File: config.mk
export PLATFORM = sky130hd
export DESIGN_NAME = note_scheduler
export DESIGN_NICKNAME = d
export VERILOG_FILES = /design/src/rtl/note_scheduler.sv
export SDC_FILE = /design/constraint.sdc
export NUM_CORES = 1
export LEC_CHECK = 0
export ABC_AREA = 0
export CORE_ASPECT_RATIO = 1.75
export CORE_MARGIN = 3
export CORE_UTILIZATION = 45
export CTS_BUF_LIST = sky130_fd_sc_hd__clkbuf_4 sky130_fd_sc_hd__clkbuf_8
export DETAILED_ROUTE_END_ITERATION = 8
export MAX_ROUTING_LAYER = met4
export PLACE_DENSITY = 0.7
export SYNTH_ARGS = -nofsm -noshare
export SYNTH_HDL_FRONTEND = slang
export SYNTH_SLANG_ARGS = --single-unit
export TNS_END_PERCENT = 1
File: constraint.sdc
create_clock -name Clk -period 15.2 [get_ports Clk]
set_input_delay 2.28 -clock Clk [delete_from_list [all_inputs] [get_ports Clk]]
set_output_delay 2.28 -clock Clk [all_outputs]
set_load 0.005 [all_outputs]
File: src/rtl/note_scheduler.sv
// note_scheduler: chart-driven note spawner, per-frame mover and key-hit judge.
// Walks the chart ROM, keeps a fixed pool of falling note slots, and keeps
// score / combo / miss counters for the renderer and HUD.
`timescale 1ns/1ps
module note_scheduler #(
    parameter int NUM_SLOTS  = 8,
    parameter int SPEED      = 4,
    parameter int RECEPTOR_Y = 64,
    parameter int WINDOW     = 12,
    parameter int ADDR_W     = 8
) (
    input  logic                    Clk,
    input  logic                    reset,
    input  logic                    start,
    input  logic                    frame_clk,
    input  logic [7:0]              keycode,
    input  logic                    press,
    output logic [ADDR_W-1:0]       rom_addr,
    input  logic [18:0]             rom_data,
    output logic [NUM_SLOTS-1:0]    note_valid,
    output logic [2*NUM_SLOTS-1:0]  note_lane,
    output logic [10*NUM_SLOTS-1:0] note_y,
    output logic [15:0]             score,
    output logic [7:0]              combo,
    output logic [7:0]              misses,
    output logic                    playing
);

    localparam int         IDX_W   = $clog2(NUM_SLOTS);
    localparam int         HIT_LO  = RECEPTOR_Y - WINDOW;
    localparam int         HIT_HI  = RECEPTOR_Y + WINDOW;
    localparam int         EXIT_Y  = RECEPTOR_Y - WINDOW + SPEED;
    localparam logic [9:0] SPAWN_Y = 10'd479;
    localparam logic [9:0] STEP    = 10'(SPEED);

    typedef enum logic [2:0] {S_IDLE, S_FETCH, S_CHECK, S_WAIT, S_MOVE, S_DRAIN} state_t;

    state_t                    state_q, state_d;
    logic                      fetch_cnt_q, fetch_cnt_d;
    logic                      chart_done_q, chart_done_d;
    logic [15:0]               frame_q, frame_d;
    logic [ADDR_W-1:0]         rom_addr_q, rom_addr_d;
    logic                      fsync1_q, fsync1_d, fsync2_q, fsync2_d, fsync3_q, fsync3_d;
    logic                      press1_q, press1_d, press2_q, press2_d;
    logic                      tick_pend_q, tick_pend_d;
    logic                      hit_pend_q, hit_pend_d;
    logic [1:0]                hit_lane_q, hit_lane_d;
    logic [NUM_SLOTS-1:0]      valid_q, valid_d;
    logic [NUM_SLOTS-1:0][1:0] lane_q, lane_d;
    logic [NUM_SLOTS-1:0][9:0] y_q, y_d;
    logic [15:0]               score_q, score_d;
    logic [7:0]                combo_q, combo_d, misses_q, misses_d;

    logic             tick, press_rise, key_ok, tick_taken;
    logic [1:0]       key_lane;
    logic             free_found, hit_found;
    logic [IDX_W-1:0] free_idx, hit_idx;
    logic [9:0]       best_y;

    function automatic logic [7:0] sat8(input logic [7:0] v);
        return (v == 8'hFF) ? v : v + 8'd1;
    endfunction

    function automatic logic [15:0] sat16(input logic [15:0] v);
        return (v == 16'hFFFF) ? v : v + 16'd1;
    endfunction

    assign tick       = fsync2_q & ~fsync3_q;
    assign press_rise = press1_q & ~press2_q;

    // Arrow-key make codes to lane number
    always_comb begin
        key_ok   = 1'b1;
        key_lane = 2'd0;
        case (keycode)
            8'h6B:   key_lane = 2'd0;
            8'h72:   key_lane = 2'd1;
            8'h75:   key_lane = 2'd2;
            8'h74:   key_lane = 2'd3;
            default: key_ok = 1'b0;
        endcase
    end

    // Lowest-index free slot for spawning
    always_comb begin
        free_found = 1'b0;
        free_idx   = '0;
        for (int unsigned i = 0; i < NUM_SLOTS; i++) begin
            if (!valid_q[i] && !free_found) begin
                free_found = 1'b1;
                free_idx   = IDX_W'(i);
            end
        end
    end

    // Lowest in-window note of the pending lane; strict compare keeps lowest index on ties
    always_comb begin
        hit_found = 1'b0;
        hit_idx   = '0;
        best_y    = '1;
        for (int unsigned i = 0; i < NUM_SLOTS; i++) begin
            if (valid_q[i] && lane_q[i] == hit_lane_q &&
                int'(y_q[i]) >= HIT_LO && int'(y_q[i]) <= HIT_HI &&
                (!hit_found || y_q[i] < best_y)) begin
                hit_found = 1'b1;
                hit_idx   = IDX_W'(i);
                best_y    = y_q[i];
            end
        end
    end

    // Next-state, slot pool and scoring update
    always_comb begin
        state_d      = state_q;
        fetch_cnt_d  = 1'b0;
        chart_done_d = chart_done_q;
        frame_d      = frame_q;
        rom_addr_d   = rom_addr_q;
        fsync1_d     = frame_clk;
        fsync2_d     = fsync1_q;
        fsync3_d     = fsync2_q;
        press1_d     = press;
        press2_d     = press1_q;
        tick_pend_d  = tick_pend_q;
        hit_pend_d   = hit_pend_q;
        hit_lane_d   = hit_lane_q;
        valid_d      = valid_q;
        lane_d       = lane_q;
        y_d          = y_q;
        score_d      = score_q;
        combo_d      = combo_q;
        misses_d     = misses_q;
        tick_taken   = 1'b0;

        case (state_q)
            S_IDLE: ;
            S_FETCH: begin
                fetch_cnt_d = 1'b1;
                if (fetch_cnt_q) state_d = S_CHECK;
            end
            S_CHECK: begin
                if (rom_data[18]) begin
                    chart_done_d = 1'b1;
                    state_d      = S_DRAIN;
                end else if (rom_data[15:0] <= frame_q) begin
                    if (free_found) begin
                        valid_d[free_idx] = 1'b1;
                        lane_d[free_idx]  = rom_data[17:16];
                        y_d[free_idx]     = SPAWN_Y;
                    end else begin
                        misses_d = sat8(misses_q);
                        combo_d  = '0;
                    end
                    rom_addr_d = rom_addr_q + ADDR_W'(1);
                    state_d    = S_FETCH;
                end else begin
                    state_d = S_WAIT;
                end
            end
            S_WAIT, S_DRAIN: begin
                if (state_q == S_DRAIN && valid_q == '0) begin
                    state_d = S_IDLE;
                end else if (hit_pend_q) begin
                    hit_pend_d = 1'b0;
                    if (hit_found) begin
                        valid_d[hit_idx] = 1'b0;
                        score_d          = sat16(score_q);
                        combo_d          = sat8(combo_q);
                    end else begin
                        combo_d = '0;
                    end
                end else if (tick || tick_pend_q) begin
                    tick_taken  = 1'b1;
                    tick_pend_d = 1'b0;
                    state_d     = S_MOVE;
                end
            end
            S_MOVE: begin
                frame_d = frame_q + 16'd1;
                for (int unsigned i = 0; i < NUM_SLOTS; i++) begin
                    if (valid_q[i]) begin
                        if (int'(y_q[i]) < EXIT_Y || int'(y_q[i]) < SPEED) begin
                            valid_d[i] = 1'b0;
                            misses_d   = sat8(misses_d);
                            combo_d    = '0;
                        end else begin
                            y_d[i] = y_q[i] - STEP;
                        end
                    end
                end
                state_d = chart_done_q ? S_DRAIN : S_FETCH;
            end
            default: state_d = S_IDLE;
        endcase

        if (tick && !tick_taken && state_q != S_IDLE) tick_pend_d = 1'b1;

        // A new key event overwrites anything still pending, including one cleared above
        if (press_rise && key_ok) begin
            hit_pend_d = 1'b1;
            hit_lane_d = key_lane;
        end

        if (start) begin
            state_d      = S_FETCH;
            fetch_cnt_d  = 1'b0;
            chart_done_d = 1'b0;
            frame_d      = '0;
            rom_addr_d   = '0;
            tick_pend_d  = 1'b0;
            hit_pend_d   = 1'b0;
            valid_d      = '0;
            lane_d       = '0;
            y_d          = '0;
            score_d      = '0;
            combo_d      = '0;
            misses_d     = '0;
        end
    end

    // State and datapath registers
    always_ff @(posedge Clk) begin
        if (reset) begin
            state_q      <= S_IDLE;
            fetch_cnt_q  <= 1'b0;
            chart_done_q <= 1'b0;
            frame_q      <= '0;
            rom_addr_q   <= '0;
            fsync1_q     <= 1'b0;
            fsync2_q     <= 1'b0;
            fsync3_q     <= 1'b0;
            press1_q     <= 1'b0;
            press2_q     <= 1'b0;
            tick_pend_q  <= 1'b0;
            hit_pend_q   <= 1'b0;
            hit_lane_q   <= '0;
            valid_q      <= '0;
            lane_q       <= '0;
            y_q          <= '0;
            score_q      <= '0;
            combo_q      <= '0;
            misses_q     <= '0;
        end else begin
            state_q      <= state_d;
            fetch_cnt_q  <= fetch_cnt_d;
            chart_done_q <= chart_done_d;
            frame_q      <= frame_d;
            rom_addr_q   <= rom_addr_d;
            fsync1_q     <= fsync1_d;
            fsync2_q     <= fsync2_d;
            fsync3_q     <= fsync3_d;
            press1_q     <= press1_d;
            press2_q     <= press2_d;
            tick_pend_q  <= tick_pend_d;
            hit_pend_q   <= hit_pend_d;
            hit_lane_q   <= hit_lane_d;
            valid_q      <= valid_d;
            lane_q       <= lane_d;
            y_q          <= y_d;
            score_q      <= score_d;
            combo_q      <= combo_d;
            misses_q     <= misses_d;
        end
    end

    assign rom_addr   = rom_addr_q;
    assign note_valid = valid_q;
    assign note_lane  = lane_q;
    assign note_y     = y_q;
    assign score      = score_q;
    assign combo      = combo_q;
    assign misses     = misses_q;
    assign playing    = (state_q != S_IDLE);

endmodule

# After elaboration in Yosys (flattened, before gate mapping)

Cells that the tools add are included.
W data, S select, Z words.

Register bits after elaboration: 174
Input bits: 32
Output and inout port bits: 145
Word-level logic and storage cells: 458

Add/sub/neg operators: 20
Magnitude comparators: 44
Equal/unequal tests: 61
Muxes and demuxes: 174
Bitwise operators: 14
Reductions and logical operators: 111

Operators by type and width:

| operator                | number |
|---|---|
| $mux W8                 | 65 |
| $mux W10                | 24 |
| $mux W80                | 3 |
| $pmux W80 S2            | 1 |
| $add A8 B1 Y8 const B   | 10 |
| $ge A10 B6 Y1 const B   | 8 |
| $le A10 B7 Y1 const B   | 8 |
| $lt A10 B3 Y1 const B   | 8 |
| $lt A10 B6 Y1 const B   | 8 |
| $sub A10 B3 Y10 const B | 8 |
| $eq A8 B8 Y1 const B    | 9 |
| $lt A10 B10 Y1          | 7 |
| $or A64 B64 Y64         | 1 |
| $mux W3                 | 18 |
| $mux W1                 | 51 |
| $ne A2 B2 Y1 const B    | 25 |
| $pmux W8 S3             | 2 |
| $reduce_and A6 Y1       | 8 |
| $logic_and A1 B1 Y1     | 44 |
| $add A16 B1 Y16 const B | 2 |
| $eq A8 B7 Y1 const B    | 4 |
| $demux W10 S3           | 1 |
| $logic_not A1 Y1        | 21 |
| $reduce_and A4 Y1       | 5 |
| other kinds (36)        | 83 |

# Logic depth before layout (Yosys ltp)

Depth after elaboration: 43
Mapped depth: 87
Depth with buffers taken out: 83

# Worst setup path before layout

Ideal clock, no wire load.

Kind: flip-flop to flip-flop
Start point: register y_q, in the netlist note_y[3]
End point: register valid_q[0] (netlist: note_valid[0])
Setup time: 0.095 ns
Arrival: 14.996 ns
Data required time: 15.105 ns
Slack: 0.109 ns
Stages on the path, launching flop included: 84
Buffers on the path: 4
Period minus slack after synthesis: 15.091 ns
Cells stage by stage: dfxtp_1 -> inv_1 -> ha_1 -> or3b_1 -> a211o_1 -> a21o_1 -> clkbuf_1 -> nor2_1 -> ha_1 -> a21oi_1 -> o21bai_1 -> a211oi_1 -> o21ai_0 -> o21a_1 -> or2_2 -> clkbuf_1 -> a21oi_1 -> inv_1 -> [48 not listed] -> a311oi_1 -> o21ai_0 -> clkbuf_1 -> mux2_2 -> ha_1 -> a21oi_1 -> nor2b_1 -> o21ai_0 -> nand2b_1 -> a21oi_1 -> nor2b_1 -> o21ai_0 -> nand2b_1 -> a211o_1 -> or3_1 -> o221ai_2 -> nor4b_2 -> a221oi_1

Longest elaborated chain between the ends: 42
Elaborated cells between the ends (all ways): 72
Those cells by class: order compare: 13; eq/ne: 1; mux: 30; bitwise: 2; reduce/logical: 26

Ends and longest elaborated chain:

| what                                                      | line | RTL |
|---|---|---|
| from (decl)                                               | 50   | `logic [NUM_SLOTS-1:0][9:0] y_q, y_d;` |
| from (signal assigned)                                    | 259  | `y_q <= y_d;` |
| $ge A10 B6 Y1                                             | 103  | `int'(y_q[i]) >= HIT_LO && int'(y_q[i]) <= HIT_HI &&` |
| $logic_and A1 B1 Y1                                       | 102  | `if (valid_q[i] && lane_q[i] == hit_lane_q &&` |
| $logic_and A1 B1 Y1                                       | 103  |  |
| $mux W10 / $mux W1 (equally long branches)                | 102  |  |
| $lt A10 B10 Y1 / $logic_not A1 Y1 (equally long branches) | 104  | `(!hit_found \|\| y_q[i] < best_y)) begin` |
| $logic_or A1 B1 Y1                                        | 104  |  |
| $logic_and A1 B1 Y1                                       | 103  |  |
| $mux W10 / $mux W1 (equally long branches)                | 102  |  |
| [26 not listed]                                           | n/a  |  |
| $mux W1 (implied by the code)                             | 166  | `valid_d[hit_idx] = 1'b0;` |
| $demux W1 S3                                              | 166  |  |
| $not A8 Y8 (no line)                                      | n/a  |  |
| $and A8 B8 Y8 (no line)                                   | n/a  |  |
| $mux W8                                                   | 165  | `if (hit_found) begin` |
| $mux W8                                                   | 163  | `end else if (hit_pend_q) begin` |
| $mux W8                                                   | 161  | `if (state_q == S_DRAIN && valid_q == '0) begin` |
| $pmux W8 S3                                               | 135  | `case (state_q)` |
| to (signal assigned)                                      | 257  | `valid_q <= valid_d;` |
| to (decl)                                                 | 48   | `logic [NUM_SLOTS-1:0] valid_q, valid_d;` |

Several ways; a longest one is shown, not always the timed one. The select of a mux whose other input is x is not followed.
A chain may end at the register's enable or synchronous reset.

# Worst setup path after layout

Ends and elaborated chain as after synthesis.

==> flow_summary_export.csv <==
group,metric,value,unit
clocking,insertion_delay,510,ps
placement,io_buffers,176,
critical_path,r2r_slack,430,ps
finish,drive_gt1_frac,0.1244,
placement,hpwl,38840,um
critical_path,crit_fanout,8,
placement,gp_congestion,0.9716,
detailed_routing,drtPass1Iterations,7,
power,power_density,45.73,nW/um^2
yosys,synth_top_area_share,0.2396,
critical_path,cp_data_arrival_time,15200,ps
timing,fin_skew,15.15,ps
die,dieArea,34590,um^2
yosys,synthTopCellsByArea,"dfxtp_1, ha_1, nor2_1",
die,core,31640,um^2
clocking,clockBufferDepth,2,
finish,syn2layout_area_growth,23.18,%
clocking,cts_inserted_buffers,17,
finish,post_layout_nonfiller_instances,2538,
detailed_routing,via_count,15805,
global_route,antenna_found_initial,3,
die,initial_core_util,0.4596,
yosys,synth_nets,2089,
detailed_routing,viasPerCell,6.227,
critical_path,crit_path_end_kind,"flop",
power,p_switching,225.7,uW
global_route,first_global_vias,15109,
die,fp.dieH,243.8,um
yosys,ys_seq_area_frac,0.2396,
critical_path,worst_path_max_delay_cell,"or4_1",
clocking,clock_sinks,174,
run,cap_violations,0,
power,pwr-share-comb,0.047,
detailed_routing,first_iter_violations,1141,
clocking,root_buffer,"clkbuf_8",
yosys,avgSynthCellArea,7.467,um^2
critical_path,max_stage_delay,560,ps
timing,slew_violations,0,
timing,finalSetupViolations,0,
yosys,synth.largest_area_cell,"dfxtp_1",
timing,worst_pin_slew,1048,ps
yosys,synth_ff_type,"dfxtp_1",
critical_path,start_kind,"flop",
yosys,synth.distinct_cells,106,
timing,fmax,67.71,MHz
detailed_routing,route.detailed.drc,0,
die,die_width,141.9,um
timing,fin_crit,14770,ps
critical_path,crit_family,"compound AO/OA/AOI/OAI gates",
finish,fillers,2983,
global_route,grtUsageTotal,0.2959,
yosys,syn_area,14540,um^2
timing,hold_viol_final,0,
critical_path,path_common_cell,"ha_4",
global_route,grt_max_degree,90,
hold_path,hold_class,"reg2reg",
critical_path,crit_required,15630,ps
timing,rsz0062_at_grt,"true",
yosys,async_flop_share,0,
power,swShare,0.2756,
yosys,ys_ff_latch,174,
timing,whs,462.7,ps
clocking,hold_buffers,0,
clocking,path_clk_slew,100,ps
timing,post-route-period-util,0.9717,
yosys,synth-edff-count,0,
power,power,819.0,uW
power,seqPwrFrac,0.559,
power,power_frac_clock,0.393,
clocking,cts_tree,"done",
detailed_routing,drt-wirelength-per-cell,20.53,um
status,status,"complete, no violations",
critical_path,path_class,"reg2reg",
die,io_pins,177,
critical_path,worst-path-buf-inv,7,
yosys,synth-warning-count,0,
clocking,htreeDepth,4,
detailed_routing,ant_nets,0,
power,ir_drop,0.05345,mV
global_route,grt_pass1_wl,80390,um
detailed_routing,routed_wl,52090,um
yosys,syn_inst,1947,
placement,dp.cells,2480,
die,row_count,86,
finish,fin_nets,2269,
timing,relSlewSlack,0.3013,
global_route,grt_overflow,0,
power,p_int,593.3,uW
power,p_leak,6.952,nW
[layer usage]
metal	GRT usage	routed length, um
met5	-	0
met2	0.5136	26710
met1	0.3123	19700
met4	0.1879	3516
met3	0.03849	2170
[cell usage after synthesis (9+ instances only)]
| library cell | n |
|---|---|
| a211oi_1 | 21 |
| a21o_1 | 28 |
| a21oi_1 | 130 |
| a22oi_1 | 27 |
| a311oi_1 | 22 |
| a31o_2 | 9 |
| a31oi_1 | 17 |
| and2_1 | 23 |
| and3_1 | 28 |
| clkbuf_1 | 72 |
| dfxtp_1 | 174 |
| ha_1 | 110 |
| inv_1 | 91 |
| mux2_2 | 20 |
| mux2i_1 | 34 |
| nand2_1 | 187 |
| nand2b_1 | 25 |
| nand3_1 | 92 |
| nand4_1 | 43 |
| nor2_1 | 223 |
| nor2b_1 | 24 |
| nor3_1 | 49 |
| nor4_1 | 23 |
| o211ai_1 | 17 |
| o21a_1 | 12 |
| o21ai_0 | 127 |
| o31ai_1 | 20 |
| or2_2 | 11 |
| or3_1 | 36 |
| xnor2_1 | 45 |
| xor2_1 | 26 |
[registers in the layout, indices dropped and copies added (netlist names), 2 cells and up]
register,flops
combo,8
frame_q,16
hit_lane_q,2
misses,8
note_lane,16
note_valid,8
note_y,80
rom_addr,8
score,16
state_q,3
[repair_timing]
item / 4_1_cts / 5_1_grt
pin swaps: 4 / 47
gates cloned: 0 / 0
setup endpoints to repair: 8 / 8
resized for setup: 15 / 110
buffers inserted: 3 / 21
[metrics by stage]
stage	cell area [um^2]	setup TNS, ps	setup WS (ps)	util
after detailed placement	16830	-3782	-519.4	0.5321
after floorplan	14540	0	109.1	-
after global routing	17910	-1935	-286.2	0.5661
after CTS	17280	0	19.95	0.5461
after global placement	16830	-331.8	-82.47	0.5321
final	17910	0	430.6	0.5661
[final timing paths]
check	startpoint	end	cells after the start
worst max-delay path	note_y[3]	note_valid[0]	79
worst min-delay path	fsync1_q	fsync2_q	1
worst max register to register	note_y[3]	note_valid[0]	79
worst min register to register	fsync1_q	fsync2_q	1
[power groups by stage]
stage               Clock [mW]  Combinational [mW]  Sequential, mW
finish                   0.322              0.0389           0.458
global route             0.344              0.0420           0.458
CTS                      0.327              0.0385           0.458
detailed placement           0              0.0384           0.469
global placement             0              0.0377           0.468
floorplan                    0              0.0204           0.468
[cells by family (layout without fill, tap and decap cells)]
kind of cell             Yosys count  after routing  share of synthesized area
AO/OA/AOI/OAI                    527            527                     0.2423
adder cells (fa/ha/maj)          110            110                    0.09466
multiplexers                      59             59                    0.04484
XOR/XNOR                          71             71                    0.04277
buffers and inverters            186            378                    0.05000
AND/OR/NAND/NOR                  820            820                     0.2858
other                              0              3                          0
flip-flops                       174            174                     0.2396
[layout by cell type, fill, tap and decap left out, types with 23 or more instances in the layout]
cell and instances:
a21o_1 27, a21oi_1 120, a22oi_1 27, and3_1 27, buf_4 73, clkdlybuf4s50_1 176
dfxtp_1 172, ha_1 98, inv_1 83, mux2i_1 33, nand2_1 185, nand2b_1 25
nand3_1 91, nand4_1 43, nor2_1 215, nor2b_1 23, nor3_1 47, nor4_1 23
o21ai_0 110, or3_1 33, xnor2_1 45, xor2_1 26
[layout make-up]
| type | instances | area (um^2) | area share |
|---|---|---|---|
| Antenna cell | 3 | 7.507 | 0.0004192 |
| Clock buffer | 18 | 241.5 | 0.01348 |
| Clock inverter | 13 | 121.4 | 0.006777 |
| Inverter | 95 | 366.6 | 0.02047 |
| Multi-Input combinational cell | 1587 | 10850 | 0.6057 |
| Sequential cell | 174 | 3486 | 0.1946 |
| Tap cell | 396 | 495.5 | 0.02767 |
| Timing Repair Buffer | 252 | 2344 | 0.1309 |
(Power assumes the default switching activity.)
